[src/rtl/dmem_arb_pkg.sv]
// Shared encodings for the data-memory arbiter.
// Operation codes and FSM states.
package dmem_arb_pkg;

    typedef enum logic [1:0] {
        OP_READ  = 2'b00,
        OP_WRITE = 2'b01,
        OP_SWAP  = 2'b10,
        OP_RSVD  = 2'b11
    } op_t;

    typedef enum logic {
        ST_IDLE    = 1'b0,
        ST_SWAP_WR = 1'b1
    } state_t;

    // True for operations that read the array in their first cycle.
    function automatic logic op_reads(input logic [1:0] op);
        return (op == OP_READ) || (op == OP_SWAP);
    endfunction

endpackage

[src/rtl/rr_arb2.sv]
// Two-way round-robin selector.
// On a tie the port that did not win last time is chosen.
module rr_arb2 (
    input  logic       clk,
    input  logic       reset,
    input  logic [1:0] req,
    input  logic       advance,
    output logic [1:0] sel,
    output logic       valid
);

    logic last_grant;

    // Pick the single requester, or the non-last one on a tie.
    always_comb begin
        sel   = 2'b00;
        valid = |req;
        unique case (req)
            2'b01:   sel = 2'b01;
            2'b10:   sel = 2'b10;
            2'b11:   sel = last_grant ? 2'b01 : 2'b10;
            default: sel = 2'b00;
        endcase
    end

    // Remember the winner so port 0 takes the first tie after reset.
    always_ff @(posedge clk) begin
        if (reset)
            last_grant <= 1'b1;
        else if (advance && valid)
            last_grant <= sel[1];
    end

endmodule

[src/rtl/dmem_arbiter.sv]
// Two-port arbiter in front of a single-port data memory.
// Handles range checks, READ/WRITE and two-cycle atomic SWAP.
module dmem_arbiter
    import dmem_arb_pkg::*;
#(
    parameter int N = 32,
    parameter int M = 256
) (
    input  logic         clk,
    input  logic         reset,
    input  logic         req0,
    input  logic         req1,
    input  logic [1:0]   op0,
    input  logic [1:0]   op1,
    input  logic [N-1:0] addr0,
    input  logic [N-1:0] addr1,
    input  logic [N-1:0] wdata0,
    input  logic [N-1:0] wdata1,
    output logic         gnt0,
    output logic         gnt1,
    output logic         err0,
    output logic         err1,
    output logic         rvalid0,
    output logic         rvalid1,
    output logic [N-1:0] rdata0,
    output logic [N-1:0] rdata1,
    output logic [N-1:0] mem_address,
    output logic [N-1:0] mem_data_input,
    output logic         mem_memread,
    output logic         mem_memwrite,
    input  logic [N-1:0] mem_data
);

    state_t       state;
    state_t       state_nx;
    logic [1:0]   arb_req;
    logic [1:0]   sel;
    logic         valid;
    logic         advance;
    logic         port;
    logic [1:0]   cur_op;
    logic [N-1:0] cur_addr;
    logic [N-1:0] cur_wdata;
    logic         bad;
    logic         rd_issue;
    logic         swap_issue;
    logic [1:0]   rd_pend;
    logic         swap_port;
    logic [N-1:0] swap_addr;
    logic [N-1:0] swap_data;

    // Arbitration only runs while the memory is free.
    assign arb_req = (state == ST_IDLE && !reset) ? {req1, req0} : 2'b00;

    rr_arb2 u_arb (
        .clk     (clk),
        .reset   (reset),
        .req     (arb_req),
        .advance (advance),
        .sel     (sel),
        .valid   (valid)
    );

    assign port      = sel[1];
    assign cur_op    = port ? op1 : op0;
    assign cur_addr  = port ? addr1 : addr0;
    assign cur_wdata = port ? wdata1 : wdata0;
    assign bad       = ({1'b0, cur_addr} >= (N+1)'(M))
                     || (cur_op == OP_RSVD);

    // Next state and all per-cycle handshake and memory strobes.
    always_comb begin
        state_nx       = state;
        advance        = 1'b0;
        rd_issue       = 1'b0;
        swap_issue     = 1'b0;
        gnt0           = 1'b0;
        gnt1           = 1'b0;
        err0           = 1'b0;
        err1           = 1'b0;
        rvalid0        = 1'b0;
        rvalid1        = 1'b0;
        mem_address    = '0;
        mem_data_input = '0;
        mem_memread    = 1'b0;
        mem_memwrite   = 1'b0;
        if (reset) begin
            state_nx = ST_IDLE;
        end else begin
            {rvalid1, rvalid0} = rd_pend;
            unique case (state)
                ST_IDLE: begin
                    if (valid) begin
                        advance = 1'b1;
                        if (bad) begin
                            {err1, err0} = sel;
                        end else begin
                            {gnt1, gnt0} = sel;
                            mem_address  = cur_addr;
                            unique case (cur_op)
                                OP_READ: begin
                                    mem_memread = 1'b1;
                                    rd_issue    = 1'b1;
                                end
                                OP_WRITE: begin
                                    mem_memwrite   = 1'b1;
                                    mem_data_input = cur_wdata;
                                end
                                OP_SWAP: begin
                                    mem_memread = 1'b1;
                                    swap_issue  = 1'b1;
                                    state_nx    = ST_SWAP_WR;
                                end
                                default: mem_address = '0;
                            endcase
                        end
                    end
                end
                ST_SWAP_WR: begin
                    mem_memwrite   = 1'b1;
                    mem_address    = swap_addr;
                    mem_data_input = swap_data;
                    rvalid0        = rvalid0 | ~swap_port;
                    rvalid1        = rvalid1 | swap_port;
                    state_nx       = ST_IDLE;
                end
                default: state_nx = ST_IDLE;
            endcase
        end
    end

    // State, read capture, pending rvalid and latched swap operands.
    always_ff @(posedge clk) begin
        if (reset) begin
            state     <= ST_IDLE;
            rd_pend   <= 2'b00;
            rdata0    <= '0;
            rdata1    <= '0;
            swap_port <= 1'b0;
            swap_addr <= '0;
            swap_data <= '0;
        end else begin
            state   <= state_nx;
            rd_pend <= rd_issue ? sel : 2'b00;
            if (mem_memread && op_reads(cur_op)) begin
                if (sel[0])
                    rdata0 <= mem_data;
                if (sel[1])
                    rdata1 <= mem_data;
            end
            if (swap_issue) begin
                swap_port <= port;
                swap_addr <= cur_addr;
                swap_data <= cur_wdata;
            end
        end
    end

endmodule

[config.mk]
export PLATFORM = sky130hd
export DESIGN_NAME = dmem_arbiter
export DESIGN_NICKNAME = d
export VERILOG_FILES = /design/src/rtl/dmem_arb_pkg.sv /design/src/rtl/rr_arb2.sv /design/src/rtl/dmem_arbiter.sv
export SDC_FILE = /design/constraint.sdc
export NUM_CORES = 1
export LEC_CHECK = 0
export ABC_AREA = 1
export BUFFER_PORTS_ARGS = -buffer_cell sky130_fd_sc_hd__clkbuf_2
export CAP_MARGIN = 20
export CORE_ASPECT_RATIO = 1.4
export CORE_UTILIZATION = 45
export CTS_BUF_LIST = sky130_fd_sc_hd__clkbuf_16
export DETAILED_ROUTE_END_ITERATION = 6
export HOLD_SLACK_MARGIN = 0.05
export PLACE_DENSITY = 0.72
export SKIP_LAST_GASP = 1
export SLEW_MARGIN = 30
export SYNTH_ARGS = -nofsm -noshare
export SYNTH_HDL_FRONTEND = slang
export SYNTH_SLANG_ARGS = --single-unit
[constraint.sdc]
create_clock -name clk -period 7.3 [get_ports clk]
set_input_delay 2.19 -clock clk [delete_from_list [all_inputs] [get_ports clk]]
set_output_delay 2.19 -clock clk [all_outputs]
set_load 0.1 [all_outputs]
# ---- Word level (Yosys, flattened, before mapping)
# Cells that the tools add are included.
dict set report classes {
  n_lt_le_gt_ge 1
  eq_ne 6
  mux 60
  bitwise_logic 5
  n_reduce_logical 13
}
# operator n
set ops {}
lappend ops {{two-way mux 32 bit} 10}
lappend ops {{case mux 32 bit (2 select lines)} 2}
lappend ops {{two-way mux 1 bit} 42}
lappend ops {{>= comparator 32 x 9 -> 1 bit (second input constant)} 1}
lappend ops {{equality test 2 bit (second input constant)} 4}
lappend ops {{two-way mux 2 bit} 3}
lappend ops {{case mux 2 bit (3 select lines)} 1}
lappend ops {{OR reduction 2 bit} 3}
lappend ops {{equality test 2 x 1 -> 1 bit (second input constant)} 2}
lappend ops {{case mux 1 bit (2 select lines)} 2}
lappend ops {{AND reduction 2 bit} 2}
lappend ops {{logical AND 1 bit} 3}
lappend ops {{NOT 1 bit} 3}
lappend ops {{OR reduction 3 bit} 1}
lappend ops {{zero test 2 bit} 1}
lappend ops {{logical OR 1 bit} 2}
lappend ops {{OR 1 bit} 2}
lappend ops {{zero test 1 bit} 1}
dict set report totals {
  register_bits 133
  inputBits 168
  wordCells 93
}

# ---- Longest topological paths before layout
dict set report logic_depth {
  word_depth 15
  mapped_depth 16
}

# ---- By module
# Synthesis repeated with hierarchy kept, for this count alone.
dict set report hier_totals {
  hier_cells 1292
  hier_area_um2 7654.8
}
# mod instances cells_per_inst area_each_um2 seq_area_each_um2
set modules_own_cells {}
lappend modules_own_cells {dmem_arbiter 1 1280 7583.5 2642.5}
lappend modules_own_cells {rr_arb2 1 12 71.3 20.0}

# ---- Least setup slack after synthesis
# No wires, ideal clock.
dict set report synth_path {
  path_kind {input -> output}
  start {in reset}
  end {out mem_address[0]}
  arrival_ns 5.147
  slack_ns -0.037
  stages 12
  path_buffers 3
  path_cell_list {buf_4 > nor2_4 > nand3_4 > buf_6 > buf_4 > o21ai_1 > nand2_1 > nor2_2 > nand3_4 > nor3_4 > nand2_1 > a21oi_1}
}
dict set report synth_via {
  elab_chain_cells 13
}
# element line
set synth_lines {}
lappend synth_lines {{start: declaration} dmem_arbiter.sv:10} ;# input logic reset,
lappend synth_lines {{branches (longest 12 deep; another with >= comparator 32 x 9 -> 1 bit)} --}
lappend synth_lines {{two-way mux 32 bit *} dmem_arbiter.sv:87} ;# if (reset) begin
lappend synth_lines {{end: declaration} dmem_arbiter.sv:27} ;# output logic [N-1:0] mem_address,
# Mark *: on every way between the ends.

# ---- Final worst setup path
dict set report layout_path {
  start {in reset}
  end {out mem_data_input[0]}
}
dict set report layout_via {
  elab_chain_cells 12
}
# element line
set layout_lines {}
lappend layout_lines {{zero test 1 bit} dmem_arbiter.sv:53} ;# assign arb_req = (state == ST_IDLE && !reset) ? {req1, req0} : 2'b00;
lappend layout_lines {{logical AND 1 bit} dmem_arbiter.sv:53}
lappend layout_lines {{two-way mux 2 bit} dmem_arbiter.sv:53}
lappend layout_lines {{equality test 2 bit or equality test 2 x 1 -> 1 bit (tied branches)} rr_arb2.sv:18} ;# unique case (req)
lappend layout_lines {{case mux 2 bit (3 select lines)} rr_arb2.sv:18}
lappend layout_lines {{two-way mux 32 bit or two-way mux 2 bit (tied branches)} {dmem_arbiter.sv:66, dmem_arbiter.sv:65}}
lappend layout_lines {{>= comparator 32 x 9 -> 1 bit, or another cell as far along} dmem_arbiter.sv:68} ;# assign bad = ({1'b0, cur_addr} >= (N+1)'(M))
lappend layout_lines {{logical OR 1 bit or two-way mux 32 bit (tied branches)} {dmem_arbiter.sv:69, dmem_arbiter.sv:100}}
lappend layout_lines {{two-way mux 32 bit} dmem_arbiter.sv:95} ;# if (bad) begin
lappend layout_lines {{two-way mux 32 bit} dmem_arbiter.sv:93} ;# if (valid) begin
lappend layout_lines {{case mux 32 bit (2 select lines)} dmem_arbiter.sv:91} ;# unique case (state)
lappend layout_lines {{two-way mux 32 bit *} dmem_arbiter.sv:87}
lappend layout_lines {{end: declaration} dmem_arbiter.sv:28} ;# output logic [N-1:0] mem_data_input,
# Every way passes the cells marked *; elsewhere a longest branch is shown, timed or not.

==> flow_results.org <==
** Run status
- Status :: finished clean

** Route
- In the final routed layout, each cell accounts on average for 12.92 µm.
- Vias :: roughly 8400
- In the routed design, unresolved DRC markers number 0.
- Via density per instance :: around 4.7
- Starting DRC count in detailed routing :: 711
- First-pass detailed-route iteration total :: 5
- The detail route stage leaves a number of antenna-violating nets equal to 0.
- Drt total wl :: 23060 µm

** Pwr
- Sequential power share :: roughly two fifths
- Total power :: 1.742 mW
- In this run the power spent charging and discharging nets is 446.2 µW.
- Cell internal power was estimated by the tool at approximately 1.3 mW.
- Pwr Density :: around 170 nW/µm²
- Switching fraction of total power :: about a quarter
- Proportion of power drawn by the clock network :: between 40 and 50%
- Total leakage power :: roughly 5.8 nW
- In this run, the combinational gates consume about a tenth of the power.
- IR analysis of the VDD net gives a maximum drop of 122.1 µV.

** Worst setup path
- The setup check on the worst reg-to-reg path leaves a slack of approximately 4.3 ns.
- Required time of the critical path :: around 5.1 ns
- CP Data Arrival Time :: around 4.7 ns
- Worst r2r dst :: swap_addr[3]
- Crit path capture type :: primary output
- Worst Reg2Reg Path Length in Cells :: 8
- Reg2reg start :: state
- Classification of the worst setup path :: in2out
- Startpoint types :: input port
- CP max FO :: 54

** Placed design
- The congestion estimate from routability-driven global placement came to approximately 0.85.
- Input and output buffers added on the ports amount to a little over 300.
- The HPWL after detailed placement is ~16000 µm.
- OpenSTA, run right after detailed placement, puts the worst setup slack at approximately 0.43 ns.
- In this run, placement finished with an instance count of ~1800.

** Yosys
- The mapped netlist covers 7715 µm².
- Yosys warning count :: 0
- The synthesized netlist contains 28 unique library cells.
- Async set-reset flop share out of synthesis :: 0%
- In this run the biggest area consumer among cell types represents around a third of the synthesized area.
- Average cell area after synthesis :: slightly below 6 µm²
- Net Count, Synth :: 1485
- In this run, synthesis inferred 0 flip-flops with an integrated enable.
- Counting every instance in the synthesized netlist gives 1317.
- Most frequent cell after synthesis :: nand2_1
- For this run, the leading register cell type out of synthesis is dfxtp_1.
- Summing the sequential cell areas from Yosys gives roughly 35% of the chip area.
- Cell taking the most area after synthesis :: dfxtp_1
- By count the netlist is led by nand2_1 (451), nor2_1 (227), inv_1 (217), dfxtp_1 (133), nand4_1 (60).
- Cell types occupying the most area after synthesis :: dfxtp_1 (35%), nand2_1 (22%), nor2_1 (11%), inv_1 (11%), nand4_1 (4.9%)
- Seq cells post-synth :: ~130

** Clock tree
- Insertion delay to the later sink of the worst-skew pair :: between 0.4 and 0.5 ns
- The root buffer cell chosen for the clock tree is clkbuf_16.
- Post-CTS Hold Fix Bufs :: 0
- In this run the post-CTS setup repair buffer count came out at 0.
- TritonCTS created 17 clock buffers.
- Worst-path clk slew :: about 0.060 ns
- In this run the deepest clock path goes through 2 buffers.
- For this design, the sink count on the clock tree is between 100 and 150.
- TritonCTS built the clock tree.
- The number of gates resized after CTS was 0.
- Number of H-tree branching levels :: 4

** Layout
- Layout cell share with drive strength beyond 1 :: a little over a quarter
- The repair_antennas step left the layout with diodes totalling 0.
- After the flow finishes, the layout carries non-filler instances totaling ~1800.
- After the last flow step, the layout net total stands at around 1700.
- The area growth from synthesis to layout is 36.70%.

** Floorplan
- Number of rows created at floorplan :: 56
- In this run the horizontal extent of the chip is between 100 and 150 µm.
- CORE AREA :: 16750 µm²
- roughly 300 I/O pins were placed.
- Die outline area :: around 18000 µm²
- Once the floorplan was initialized, standard cells occupied a little under half of the core.
- Die Y-Extent :: between 150 and 200 µm

** Timing
- Setup repair after global routing missed its margin :: no
- Across the routed clock network, the largest skew measured is slightly above 0.005 ns.
- The hold violation count in the final report is 0.
- Count of endpoints failing setup in the final report :: 0
- Worst slew slack as a fraction of its limit :: about 50%
- Minimum clock period :: 6.882 ns
- Max-slew violations :: 0
- Accumulated negative setup slack :: 0 ns
- Fmax :: between 0.1 and 0.15 GHz
- Tightest Pin Transition :: 0.7531 ns
- Worst path setup slack after routing :: 0.4179 ns
- The worst path uses 94.27% of the clock period.

** Global routing
- For this run, the total global-route usage over all layers was measured as between 20% and 30%.
- The number of antenna violations at the first check in global routing came to 0.
- Grt ovf :: 0
- Global-route wire length before repair :: between 30000 and 40000 µm
- Entering global routing, the biggest net connects 77 pins.
- Number of global-route vias before repair :: between 7000 and 8000

** Min path
- Worst hold path type :: reg2reg
- Hold wc startpoint :: swap_addr[31]
- Endpoint with the worst hold slack :: swap_addr[31]
- Worst hold stages :: 2

** Job
- Across the run, the number of max-cap violations was 0.
-- routing by layer --
layer	GRT usage (%)	routed length [µm]
met3	6.045	1387
met1	30.07	9596
met4	9.651	504
met2	46.91	11570
met5	0	0
-- worst max-delay path, cell delays in order --
cell and delay (ns):
buf_4 0.13, nor2_4 0.10, nand3_4 0.44, nand2_1 0.20, nand2_1 0.09, nor2_1 0.11
nand2_1 0.06, nor2_1 0.13, nand2_2 0.13, nor2_8 0.43, nand4_1 0.16, a21oi_1 0.27
buf_12 0.21
-- cell usage in the layout (no fill, tap or decap), types with 7 or more instances in the layout --
cell | synthesis | layout
a21oi_1 | 43 | 7
a21oi_2 | 0 | 36
buf_12 | 0 | 47
buf_4 | 4 | 14
clkbuf_16 | 0 | 17
clkbuf_2 | 0 | 256
dfxtp_1 | 133 | 132
inv_1 | 217 | 216
nand2_1 | 451 | 451
nand3_1 | 24 | 24
nand4_1 | 60 | 60
nor2_1 | 227 | 227
o21ai_0 | 41 | 41
or2_2 | 8 | 8
-- registers in the layout, summed over array words and instances (netlist names) --
register and count:
swap_data 32, swap_addr 32, state 1, rdata1 32
rd_pend 2, rdata0 32, u_arb.last_grant 1, swap_port 1
-- power by group through the flow --
| stage | combinational [mW] | clock (mW) | sequential, mW |
|---|---|---|---|
| 2_1_floorplan | 0.104 | 0 | 0.743 |
| 3_3_place_gp | 0.179 | 0 | 0.743 |
| 3_5_place_dp | 0.179 | 0 | 0.743 |
| 4_1_cts | 0.180 | 0.852 | 0.727 |
| 5_1_grt | 0.201 | 0.886 | 0.726 |
| 6_report | 0.180 | 0.835 | 0.727 |
-- logic make-up (layout without fill, tap and decap cells) --
logic type | Yosys count | count (layout) | share of synthesized area [%]
simple gates | 787 | 787 | 42.51
buf+inv | 306 | 570 | 17.03
flops | 133 | 133 | 34.51
compound gates | 91 | 91 | 5.952
-- area by class of cell --
type | count | area, µm²
multi-input cells | 878 | 3880
clock inverters | 15 | 156.4
inverters | 220 | 828.3
well taps | 203 | 254.0
clock buffers | 17 | 425.4
flip-flops and latches | 133 | 2664
repair buffers | 318 | 2338
fillers | 1569 | 6200
-- how the worst max path moves through the flow --
stage	start	endpoint	slack [ns]	depth (start not counted)
2_1_floorplan	reset	mem_memwrite	0.004	13
3_3_place_gp	reset	gnt0	0.43	11
3_5_place_dp	req0	gnt0	0.43	12
4_1_cts	reset	gnt0	0.40	13
5_1_grt	reset	mem_data_input[0]	0.07	13
6_report	reset	mem_data_input[0]	0.42	13
-- through the flow --
stage	utilization [%]	area, µm²	hold slack (ns)
4_1_cts	62.96	10540	0.4578
6_report	62.98	10550	0.4552
3_5_place_dp	59.48	9961	0.4473
5_1_grt	62.98	10550	0.4730
2_1_floorplan	-	7850	0.4334
3_3_place_gp	59.36	9941	0.4435
(Power assumes the default switching activity.)
